==> src/rtl/interval_timer.sv <==
// Programmable interval timer: loadable down counter with one-shot and
// periodic (auto-reload) modes, pause/hold, terminal-count pulse and done flag.
module interval_timer #(
   parameter int                 WIDTH       = 4,
   parameter logic [WIDTH-1:0]   RESET_COUNT = '0
) (
   input  logic             clk,
   input  logic             reset,
   input  logic             start,
   input  logic             stop,
   input  logic             pause,
   input  logic             tick,
   input  logic             periodic,
   input  logic [WIDTH-1:0] load_val,
   output logic [WIDTH-1:0] count,
   output logic             busy,
   output logic             done,
   output logic             tc_pulse,
   output logic             err
);

   typedef enum logic [1:0] {
      IDLE = 2'd0,
      RUN  = 2'd1,
      HOLD = 2'd2,
      DONE = 2'd3
   } state_t;

   state_t           state_q, state_d;
   logic [WIDTH-1:0] count_q, count_d;
   logic [WIDTH-1:0] reload_q, reload_d;
   logic             mode_q, mode_d;
   logic             busy_q, done_q, tc_q, err_q;
   logic             tc_d, err_d;

   // Count of one is the terminal value; reaching zero through a decrement
   // only happens in one-shot mode, so the counter can never wrap.
   logic at_terminal;
   assign at_terminal = (count_q <= WIDTH'(1));

   // NOTE: every signal is given a default before the decision tree, so no
   // path leaves a value unassigned and no latch is inferred.
   always_comb begin
      state_d  = state_q;
      count_d  = count_q;
      reload_d = reload_q;
      mode_d   = mode_q;
      tc_d     = 1'b0;
      err_d    = 1'b0;

      if (stop) begin
         state_d = IDLE;
         count_d = RESET_COUNT;
      end else if (start) begin
         if (load_val != '0) begin
            reload_d = load_val;
            mode_d   = periodic;
            count_d  = load_val;
            state_d  = RUN;
         end else begin
            err_d = 1'b1;
         end
      end else begin
         unique case (state_q)
            IDLE: begin
               count_d = RESET_COUNT;
            end
            RUN: begin
               if (pause) begin
                  state_d = HOLD;
               end else if (tick) begin
                  if (at_terminal) begin
                     tc_d = 1'b1;
                     if (mode_q) begin
                        count_d = reload_q;
                     end else begin
                        count_d = '0;
                        state_d = DONE;
                     end
                  end else begin
                     count_d = count_q - WIDTH'(1);
                  end
               end
            end
            HOLD: begin
               // The resume cycle deliberately ignores any tick.
               if (!pause) state_d = RUN;
            end
            DONE: begin
               count_d = '0;
            end
            default: begin
               state_d = IDLE;
               count_d = RESET_COUNT;
            end
         endcase
      end
   end

   // NOTE: sequential state uses non-blocking assignments so every register
   // samples the pre-edge values regardless of statement order.
   always_ff @(posedge clk or posedge reset) begin
      if (reset) begin
         state_q  <= IDLE;
         count_q  <= RESET_COUNT;
         reload_q <= '0;
         mode_q   <= 1'b0;
         busy_q   <= 1'b0;
         done_q   <= 1'b0;
         tc_q     <= 1'b0;
         err_q    <= 1'b0;
      end else begin
         state_q  <= state_d;
         count_q  <= count_d;
         reload_q <= reload_d;
         mode_q   <= mode_d;
         busy_q   <= (state_d == RUN) || (state_d == HOLD);
         done_q   <= (state_d == DONE);
         tc_q     <= tc_d;
         err_q    <= err_d;
      end
   end

   assign count    = count_q;
   assign busy     = busy_q;
   assign done     = done_q;
   assign tc_pulse = tc_q;
   assign err      = err_q;

endmodule

==> config.mk <==
export PLATFORM = sky130hd
export DESIGN_NAME = interval_timer
export DESIGN_NICKNAME = d
export VERILOG_FILES = /design/src/rtl/interval_timer.sv
export SDC_FILE = /design/constraint.sdc
export NUM_CORES = 1
export LEC_CHECK = 0
export BUFFER_PORTS_ARGS = -buffer_cell sky130_fd_sc_hd__buf_2
export CAP_MARGIN = 0
export CORE_ASPECT_RATIO = 0.8
export CORE_UTILIZATION = 35
export DETAILED_ROUTE_END_ITERATION = 16
export GPL_TIMING_DRIVEN = 1
export MAX_ROUTING_LAYER = met4
export PLACE_DENSITY = 0.61
export SLEW_MARGIN = 40
export SYNTH_ARGS = -nofsm -noshare
export SYNTH_HDL_FRONTEND = slang
export SYNTH_SLANG_ARGS = --single-unit
export TNS_END_PERCENT = 5
==> constraint.sdc <==
create_clock -name clk -period 4.8 [get_ports clk]
set_clock_uncertainty 0.1 [all_clocks]
set_input_delay 0 -clock clk [delete_from_list [all_inputs] [get_ports clk]]
set_output_delay 0 -clock clk [all_outputs]
set_load 0.02 [all_outputs]
# [Word level (Yosys, flattened, before mapping)]
# Cells that the tools add are included.
[op_classes] n_addsub=1 n_mul=0 div=0 n_lt_le_gt_ge=1 n_eq_ne=9 shifts=0 mux=26 n_bitwise=1 reduce_logical=7
[ops] cell="two-way mux 4 bit" n=7
[ops] cell="two-way mux 2 bit" n=8
[ops] cell="two-way mux 1 bit" n=9
[ops] cell="equality test 2 bit (second input constant)" n=4
[ops] cell="inequality test 4 bit (second input constant)" n=2
[ops] cell="one-hot mux 4 bit (2 select lines)" n=1
[ops] cell="nonzero test 4 bit" n=2
[ops] cell="equality test 2 x 1 -> 1 bit (second input constant)" n=2
[ops] cell="less-or-equal comparator 4 x 1 -> 1 bit (second input constant)" n=1
[ops] cell="one-hot mux 2 bit (2 select lines)" n=1
[ops] cell="AND reduction 4 bit" n=1
[ops] cell="subtractor 4 x 1 -> 4 bit (second input constant)" n=1
[ops] cell="inequality test 3 x 1 -> 1 bit (second input constant)" n=1
[ops] cell="AND reduction 3 bit" n=1
[ops] cell="logical NOT 2 bit" n=1
[ops] cell="OR reduction 2 bit" n=1
[ops] cell="logical OR 1 bit" n=1
[ops] cell="inverter 1 bit" n=1
[word_totals] register_bits=15 latch_bits=0 mem_bits_rw=0 rom_bits=0 word_cells=53 memories=0

# [Longest topological paths before layout]
# Gate-level depths: netlist (run 1).
[logic_depth] word_depth=9 depth_mapped=8 depth_no_buf=7

# [Worst setup path after synthesis (run 1)]
# OpenSTA, ideal clock, no wires.
[synth_path] kind="reg-to-reg" startpoint="register count_q[0] (netlist: count[0])" endpoint="register busy_q (netlist: busy)" setup_time_ns=0.126 t_arrival_ns=1.925 required_time_ns=4.574 setup_slack_ns=2.649 path_stages_with_launch=9 path_cell_list="dfrtp_1 > inv_1 > ha_1 > or2_2 > clkbuf_2 > nand3_1 > nor2_1 > o311a_1 > ha_1"
[synth_between] elab_chain_len=9
[synth_lines] item="from (decl)" line="30" text="logic [WIDTH-1:0] count_q, count_d;"
[synth_lines] item="from (signal assigned)" line="114" text="count_q <= count_d;"
[synth_lines] item="less-or-equal comparator 4 x 1 -> 1 bit (*)" line="39" text="assign at_terminal = (count_q <= WIDTH'(1));"
[synth_lines] item="two-way mux 2 bit (*)" line="72" text="if (at_terminal) begin"
[synth_lines] item="two-way mux 2 bit (*)" line="71" text="end else if (tick) begin"
[synth_lines] item="two-way mux 2 bit (*)" line="69" text="if (pause) begin"
[synth_lines] item="one-hot mux 2 bit (2 select lines) (*)" line="64" text="unique case (state_q)"
[synth_lines] item="two-way mux 2 bit (*)" line="54" text="end else if (start) begin"
[synth_lines] item="two-way mux 2 bit (*)" line="51" text="if (stop) begin"
[synth_lines] item="net state_d[1]" line="29" text="state_t state_q, state_d;"
[synth_lines] item="equality test 2 x 1 -> 1 bit / equality test 2 bit (equally long branches)" line="117" text="busy_q <= (state_d == RUN) || (state_d == HOLD);"
[synth_lines] item="logical OR 1 bit (*)" line="117"
[synth_lines] item="to (signal assigned)" line="117"
[synth_lines] item="to (decl)" line="33" text="logic busy_q, done_q, tc_q, err_q;"
# The timed path passes the listed nets; every way through them passes the cells marked *.
# A chain may end at the register's enable or synchronous reset.

# [Final worst setup path (run 1)]
[layout_path] startpoint="register state_q[0]" endpoint="register busy_q (netlist: busy)"
[layout_rtl] item="from (decl)" line="29"
[layout_rtl] item="from (signal assigned)" line="113" text="state_q <= state_d;"
[layout_rtl] item="equality test 2 bit / equality test 2 x 1 -> 1 bit (equally long branches)" line="64"
[layout_rtl] item="one-hot mux 2 bit (2 select lines) (*)" line="64"
[layout_rtl] item="two-way mux 2 bit (*)" line="54"
[layout_rtl] item="two-way mux 2 bit (*)" line="51"
[layout_rtl] item="net state_d[1]" line="29"
[layout_rtl] item="equality test 2 x 1 -> 1 bit / equality test 2 bit (equally long branches)" line="117"
[layout_rtl] item="logical OR 1 bit (*)" line="117"
# Marks and branches as above.

==> impl_metrics.yaml, run 1 <==
worst_hold_path:
  worstHoldPathType: "input pin to register"
  whs_path_depth: 3
cts:
  clock_sinks: 15
  cts_tree: "built"
  htreeDepth: 1
  cts.clk_slew.worst_paths_ns: 0.09
  cts_buffers: 3
  clk_latency_ns: 0.28
  post_cts_buffers: 0
  cts.path.max_buffers: 2
  root_buffer: "clkbuf_4"
sta:
  clock.fmax_mhz: 469
  setup_violations: 0
  fin_ws_ns: 2.67
  worst_slew_pin_slew_ns: 0.766
  slew_headroom_pct: 48.5
  tns_ns: 0
  min_period_ns: 2.13
  hold_viol: 0
  min_period_over_period_pct: 44.5
  drv_slew: 0
  whs_ns: 0.0770
  rsz0062_at_grt: "no"
final_layout:
  fill_cells: 216
  final_cell_mix: "buf_2, dfrtp_1, nand2_1"
  drive_above_1_share_pct: 23.7
  post-route-cell-area_um2: 1090
  instances_no_fill: 143
  diodes: 0
  regArea_um2: 375
  final_common_cell: "buf_2"
  synthToLayoutAreaGrowth_pct: 25.6
  fin_nets: 135
  multi_input_area_um2: 454
floorplanning:
  fp-row-count: 15
  core_area_um2: 2250
  die_h_um: 46.5
  pin_count: 19
  initial_core_util_pct: 38.4
  dieArea_um2: 2680
  dieWidth_um: 57.6
detailed_routing:
  ant_nets: 0
  initialDrtViolationCount: 22
  wl_per_cell_um: 13.8
  drc_errors: 0
  vias: 773
  first_pass_iters: 6
  routed_wl_um: 1980
  post_drt_via_cell_ratio: 5.41
synth:
  ys_ff_latch: 15
  async_flop_share_pct: 100
  syn_area_per_cell_um2: 9.62
  synth-seq-area-share_pct: 43.4
  yosys_warnings: 0
  ys_types: 31
  syn_nets: 106
  netlist_area_um2: 866
  postSynthCellCount: 90
  synth-main-ff-cell: "dfrtp_1"
  synth_edf_count: 0
pwr:
  sw_frac_of_total_pct: 33.1
  ir_drop_mv: 0.182
  pwr-share-clk_pct: 23.6
  p_seq_share_pct: 48.9
  p_sw_uw: 101
  leakage_nw: 0.524
  pwr-share-comb_pct: 27.5
  power_density_nw_per_um2: 281
  p_int_uw: 205
placed_design:
  place_area_um2: 970
  post-dp-hpwl_um: 1420
  numPortBuffers: 18
  place.gp.congestion: 0.781
  dp.cells: 130
  place_ws_ns: 2.67
grt:
  grt_pass1_wl_um: 3260
  grt_util_all_layers_pct: 17.0
  grt_overflow_total: 0
  grt_pass1_vias: 722
  grt_start_max_net_pins: 16
  antenna_found_initial: 0
flow_run:
  max_cap_violations: 0
critical_path:
  end_kind: "register"
  critPathMaxFanout: 7
  cp.arrival_ns: 2.21
  start_kind: "register"
  critical_path_required_ns: 4.88
  path_class: "register to register"
  r2r_cells: 6
status:
  status: "finished, final reports clean"
[sequential cells by signal, indices dropped and copies added (netlist names)]
| name | cells |
|---|---|
| count | 4 |
| reload_q | 4 |
| state_q | 2 |
| busy | 1 |
| done | 1 |
| err | 1 |
| mode_q | 1 |
| tc_pulse | 1 |
[cell usage after synthesis (2+ instances only)]
library cell	number	area share, %
a21oi_1	4	2.3
and4_1	3	3.0
inv_1	5	2.2
ha_1	5	7.2
dfrtp_1	15	43
nand2b_1	2	1.4
nor2_1	9	3.9
o21ai_0	6	3.5
nand2_1	10	4.3
nor3_1	2	1.2
clkbuf_2	2	1.2
nor4_1	4	2.9
a31oi_1	5	3.6
[metrics by stage]
stage	power, mW	utilization [%]
2_1_floorplan	0.207	-
3_3_place_gp	0.229	43.1
3_5_place_dp	0.230	43.1
4_1_cts	0.311	48.3
5_1_grt	0.327	48.3
6_report	0.306	48.3
[power by group through the flow]
stage	combinational (mW)	clock, mW	sequential (mW)
4_1_cts	0.0839	0.0772	0.150
5_1_grt	0.0931	0.0820	0.152
3_5_place_dp	0.0782	0	0.152
2_1_floorplan	0.0518	0	0.156
3_3_place_gp	0.0768	0	0.152
6_report	0.0842	0.0722	0.150
[per-layer routing]
| metal | vias to the layer above | part of all wire (%) | track usage [%] |
|---|---|---|---|
| met5 | - | 0 | - |
| met4 | 0 | 0.66 | 2.93 |
| met3 | 2 | 4.4 | 6.18 |
| met2 | 21 | 45 | 27.7 |
| met1 | 364 | 50 | 20.8 |
| li1 | 386 | - | - |
[critical path: stages (launching register included)]
cell and delay, ns:
dfrtp_1 0.39, inv_1 0.08, ha_1 0.38, a2111oi_0 0.53, a211oi_2 0.09, o311a_1 0.17, ha_1 0.28
[layout make-up]
class / count / share of cell area (%)
Tap cell: 25 / 2.88
Timing Repair Buffer: 27 / 16.6
Multi-Input combinational cell: 67 / 41.8
Clock inverter: 1 / 0.460
Clock buffer: 3 / 2.07
Inverter: 5 / 1.73
Sequential cell: 15 / 34.5
[final timing paths]
| kind | startpoint | end | slack [ns] |
|---|---|---|---|
| worst max-delay path | state_q[0]$_DFF_PP0_ | busy$_DFF_PP0_ | 2.67 |
| worst min-delay path | start | state_q[1]$_DFF_PP0_ | 0.08 |
| worst max register to register | state_q[0]$_DFF_PP0_ | busy$_DFF_PP0_ | 2.67 |
| worst min register to register | reload_q[0]$_DFFE_PP0P_ | reload_q[0]$_DFFE_PP0P_ | 0.38 |
| max in group asynchronous | reset | count[2]$_DFFE_PP0P_ | 4.01 |
| min in group asynchronous | reset | reload_q[3]$_DFFE_PP0P_ | 0.21 |
[timing repair]
item,CTS,global route
gates resized for setup,0,0
hold buffers,9,0
hold endpoints to repair,27,0
[logic make-up after synthesis]
group	Yosys count	share of synthesized area, %
fa+ha+maj	5	7.23
simple gates	37	22.5
xor+xnor	1	1.01
buf+inv	8	4.19
compound gates	23	20.4
flops	15	43.4
mux	1	1.30
Power figures use the tool's default switching activity.
==> inputs of run 2 (changes only) <==
ABC_AREA = 1   (was unset)
PLACE_DENSITY = 0.6   (was 0.61)
clock period = 2 ns   (was 4.8 ns; I/O delays follow)
==> impl_metrics.yaml, run 2 <==
synth:
  synth-main-ff-cell: "dfrtp_1"
  postSynthCellCount: 124
  syn_area_per_cell_um2: 7.56
  ys_types: 20
  yosysTopAreaCell: "dfrtp_1"
  synth_top_area_share_pct: 40.1
  yosysMostFrequentCell: "nand2_1"
  yosys_warnings: 0
  syn_nets: 140
  netlist_top_cells_area: "dfrtp_1, nand2_1, ha_1"
  synth_edf_count: 0
  ys_ff_latch: 15
  synth-seq-area-share_pct: 40.1
  synth_common_cells: "nand2_1, dfrtp_1, inv_1, nor2_1, a21oi_1"
  async_flop_share_pct: 100
  netlist_area_um2: 937
critical_path:
  slowest_stage: "dfrtp_2"
  crit_buf_inv: 2
  cp.arrival_ns: 1.90
  path_class: "register to register"
  path_cells: "inv_1, ha_1, inv_1, nand2_1, nand3_1, a21oi_1, nor2_1, nor2_1, ha_1"
  crit_family: "simple AND/OR/NAND/NOR gates"
  critical_path_required_ns: 2.08
  critPathMaxFanout: 4
  end_kind: "register"
  start_kind: "register"
  cpPeakStageDelay_ns: 0.44
sta:
  setup_violations: 0
  drv_slew: 0
  worst_slew_pin_slew_ns: 0.582
  clock.fmax_mhz: 550
  hold_viol: 0
  tns_ns: 0
  slew_headroom_pct: 61.1
  min_period_over_period_pct: 90.9
  rsz0062_at_grt: "no"
  min_period_ns: 1.82
pwr:
  total_power_uw: 801
  p_seq_share_pct: 45.6
  power_density_nw_per_um2: 640
  pwr-share-comb_pct: 32.6
  p_sw_uw: 283
  pwr-share-clk_pct: 21.8
  ir_drop_mv: 0.373
  p_int_uw: 518
  sw_frac_of_total_pct: 35.3
  leakage_nw: 0.666
detailed_routing:
  first_pass_iters: 4
  routed_wl_um: 2030
  initialDrtViolationCount: 27
  wl_per_cell_um: 10.3
  drc_errors: 0
  ant_nets: 0
  vias: 881
  post_drt_via_cell_ratio: 4.47
final_layout:
  final_common_cell: "nand2_1"
  final_core_util_pct: 50.5
  synthToLayoutAreaGrowth_pct: 33.6
  fin_nets: 178
  fill_cells: 256
  instances_no_fill: 197
  diodes: 0
  final_cell_mix: "nand2_1, buf_2, inv_1"
  drive_above_1_share_pct: 28.0
placed_design:
  numPortBuffers: 18
  post-dp-hpwl_um: 1430
  dp.cells: 178
  place.gp.congestion: 0.812
floorplanning:
  dieArea_um2: 2890
  initial_core_util_pct: 37.8
  pin_count: 19
  die_h_um: 48.3
  dieWidth_um: 59.9
  fp-row-count: 16
  core_area_um2: 2480
grt:
  grt_util_all_layers_pct: 17.9
  grt_pass1_vias: 834
  grt_start_max_net_pins: 16
  grt_overflow_total: 0
  antenna_found_initial: 0
  grt_pass1_wl_um: 3590
cts:
  cts.clk_slew.worst_paths_ns: 0.09
  cts_tree: "built"
  cts.path.max_buffers: 2
  clock_sinks: 15
  root_buffer: "clkbuf_4"
  clk_latency_ns: 0.29
  htreeDepth: 1
  cts_buffers: 3
flow_run:
  max_cap_violations: 0
worst_hold_path:
  worstHoldPathType: "input pin to register"
status:
  status: "finished, final reports clean"
-- run 2: kinds of logic after synthesis --
logic type / Yosys count / share of synthesized area, %
muxes: 1 / 1.60
xor gates and xnor gates: 1 / 0.935
adders and majority gates: 5 / 6.68
and+or+nand+nor: 64 / 31.2
DFF: 15 / 40.1
AOI/OAI and AO/OA: 18 / 11.5
buffers and inverters: 20 / 8.01
-- run 2: what timing repair did --
item | in CTS | in global routing
hold endpoints to repair | 23 | 0
buffers inserted | 0 | 2
resized for setup | 0 | 4
setup endpoints to repair | 0 | 1
hold buffers | 13 | 0
-- run 2: metrics by stage --
stage                     worst slack, ns  hold WS [ns]  cell area, um^2
final                               0.183        0.0233             1250
after global routing              0.00270        0.0592             1250
after CTS                           0.100        0.0210             1230
after detailed placement            0.130      0.000855             1070
after floorplan                     0.166        -0.199              937
after global placement              0.169      -0.00238             1070
-- run 2: worst register-to-register path, delay by kind of cell, from the launching register on --
kind | cells | cell delay (ns)
buf+inv | 2 | 0.14
flops | 1 | 0.44
simple gates | 4 | 0.46
compound gates | 1 | 0.16
fa+ha+maj | 2 | 0.44
-- run 2: path summary, 6_finish.rpt --
path / to / start / depth (start not counted) / slack [ns]
min in group asynchronous: reload_q[0]$_DFFE_PP0P_ / reset / 3 / 0.20
hold reg to reg: reload_q[1]$_DFFE_PP0P_ / reload_q[1]$_DFFE_PP0P_ / 2 / 0.38
setup / recovery: busy$_DFF_PP0_ / count[0]$_DFFE_PP0P_ / 9 / 0.18
hold / removal: state_q[0]$_DFF_PP0_ / pause / 6 / 0.02
setup reg to reg: busy$_DFF_PP0_ / count[0]$_DFFE_PP0P_ / 9 / 0.18
max in group asynchronous: count[0]$_DFFE_PP0P_ / reset / 3 / 1.18
-- run 2: layout make-up --
cell class	instances	area, um^2	area share [%]
multi-input cells	89	493	39.4
flip-flops and latches	15	377	30.1
repair buffers	33	235	18.8
inverters	20	75.1	5.99
well taps	36	45.0	3.60
clock buffers	3	22.5	1.80
clock inverters	1	5.00	0.400
-- run 2: power groups by stage --
| stage | registers [mW] | logic (mW) | clock network [mW] |
|---|---|---|---|
| floorplan | 0.382 | 0.158 | 0 |
| global placement | 0.370 | 0.231 | 0 |
| detailed placement | 0.370 | 0.231 | 0 |
| CTS | 0.365 | 0.250 | 0.181 |
| global route | 0.370 | 0.295 | 0.197 |
| finish | 0.365 | 0.261 | 0.175 |
-- run 2: metal layers --
metal	wire, um	track usage [%]	up-vias
li1	-	-	456
met1	1010	20.9	392
met2	875	30.4	31
met3	138	5.57	2
met4	10	4.65	0
met5	0	-	-
==> inputs of run 3 (changes only) <==
CELL_PAD_IN_SITES_DETAIL_PLACEMENT = 1   (was unset)
CELL_PAD_IN_SITES_GLOBAL_PLACEMENT = 1   (was unset)
PLACE_DENSITY = 0.77   (was 0.6)
RECOVER_POWER = 100   (was unset)
clock period = 1.9 ns   (was 2 ns; I/O delays follow)
==> impl_metrics.yaml, run 3 (synthesis results as in run 2) <==
floorplanning:
  pin_count: 19
  dieArea_um2: 2890
  fp-row-count: 16
  initial_core_util_pct: 37.8
  die_h_um: 48.3
  core_area_um2: 2480
  dieWidth_um: 59.9
critical_path:
  rrSetupSlack_ns: 0.06
  critical_path_required_ns: 1.97
  r2r-end: "busy$_DFF_PP0_"
  cp-startpoint: "count[0]$_DFFE_PP0P_"
  start_kind: "register"
  r2r-start: "count[0]$_DFFE_PP0P_"
  cp.arrival_ns: 1.91
  crit_path_end: "busy$_DFF_PP0_"
  end_kind: "register"
  path_class: "register to register"
  critPathMaxFanout: 6
  r2r_cells: 11
sta:
  min_period_ns: 1.84
  tns_ns: 0
  whs_ns: 0.0530
  setup_violations: 0
  min_period_over_period_pct: 96.7
  hold_viol: 0
  drv_slew: 0
  slew_headroom_pct: 59.0
  worst_slew_pin_slew_ns: 0.614
  clock.fmax_mhz: 544
  fin_ws_ns: 0.0634
grt:
  grt_util_all_layers_pct: 21.2
  antenna_found_initial: 0
  grt_start_max_net_pins: 16
  grt_pass1_vias: 943
  grt_pass1_wl_um: 4250
  grt_overflow_total: 0
placed_design:
  numPortBuffers: 18
  place.gp.congestion: 0.849
  place_area_um2: 1110
  post-dp-hpwl_um: 1960
  place_ws_ns: 0.0381
  dp.cells: 183
cts:
  clk_latency_ns: 0.28
  cts_tree: "built"
  cts_buffers: 3
  cts.clk_slew.worst_paths_ns: 0.10
  htreeDepth: 1
  root_buffer: "clkbuf_4"
  cts.path.max_buffers: 2
  clock_sinks: 15
detailed_routing:
  wl_per_cell_um: 14.8
  top_layer: "met4"
  vias: 977
  dr_wl_met3_um: 101
  initialDrtViolationCount: 42
  first_pass_iters: 4
  routed_wl_um: 3000
  wl_met1_um: 1300
  drc_errors: 0
  ant_nets: 0
  post_drt_via_cell_ratio: 4.81
  dr_wl_met2_um: 1550
pwr:
  leakage_nw: 0.679
  power_density_nw_per_um2: 686
  total_power_uw: 904
  ir_drop_mv: 0.272
final_layout:
  final_common_cell: "nand2_1"
  final_core_util_pct: 53.1
  fin_nets: 184
  drive_above_1_share_pct: 32.9
  post-route-cell-area_um2: 1320
  instances_no_fill: 203
  diodes: 0
  final_cell_mix: "nand2_1, dfrtp_1, buf_2"
  synthToLayoutAreaGrowth_pct: 40.6
worst_hold_path:
  worstHoldPathType: "input pin to register"
flow_run:
  max_cap_violations: 0
status:
  status: "finished, final reports clean"
run 3: cell count changes in the layout (fill, tap and decap cells not counted), sizes merged:
cell         previous run  this run
buf                    20        23
clkinv                  3         2
dlygate4sd3            13        12
clkbuf                  3         8
run 3: power breakdown:
part           switching [mW]  internal, mW  leakage [nW]  total, mW
clock                   0.108        0.0814        0.0150      0.189
sequential             0.0341         0.351         0.192      0.385
combinational           0.194         0.136         0.473      0.329
total                   0.335         0.568         0.679      0.904
run 3: per-layer routing:
layer / GRT usage [%] / up-vias
li1: - / 471
met1: 26.8 / 477
met2: 35.6 / 23
met3: 3.18 / 6
met4: 6.51 / 0
met5: - / -
run 3: what timing repair did:
item                                    CTS  global route
hold buffers                             12             0
gates resized for setup                   0            13
endpoints found under the hold margin    23             0
endpoints found under the setup margin    0             2
buffers inserted                          0             4
run 3: worst min path at each step:
| stage | cells past startpoint | start | end |
|---|---|---|---|
| finish | 4 | pause | tc_pulse$_DFF_PP0_ |
| detailed placement | 2 | reset | mode_q$_DFFE_PP0P_ |
| CTS | 4 | pause | tc_pulse$_DFF_PP0_ |
| global route | 4 | pause | tc_pulse$_DFF_PP0_ |
| floorplan | 1 | reset | busy$_DFF_PP0_ |
| global placement | 2 | reset | mode_q$_DFFE_PP0P_ |
run 3: layout make-up:
class,count,area [um^2]
fillers,327,1160
multi-input cells,89,522
flip-flops and latches,15,377
repair buffers,39,273
inverters,20,75.1
well taps,36,45.0
clock buffers,4,26.3
run 3: worst max-delay path, stage by stage, from the launching register on:
cell and delay, ns:
dfrtp_2 0.46, inv_2 0.09, ha_2 0.19, inv_1 0.04, nand2_1 0.10, nand3_2 0.11, nand2_1 0.07, nand2_1 0.04
nand2_1 0.05, nand2_1 0.07, a21oi_2 0.17, ha_1 0.25
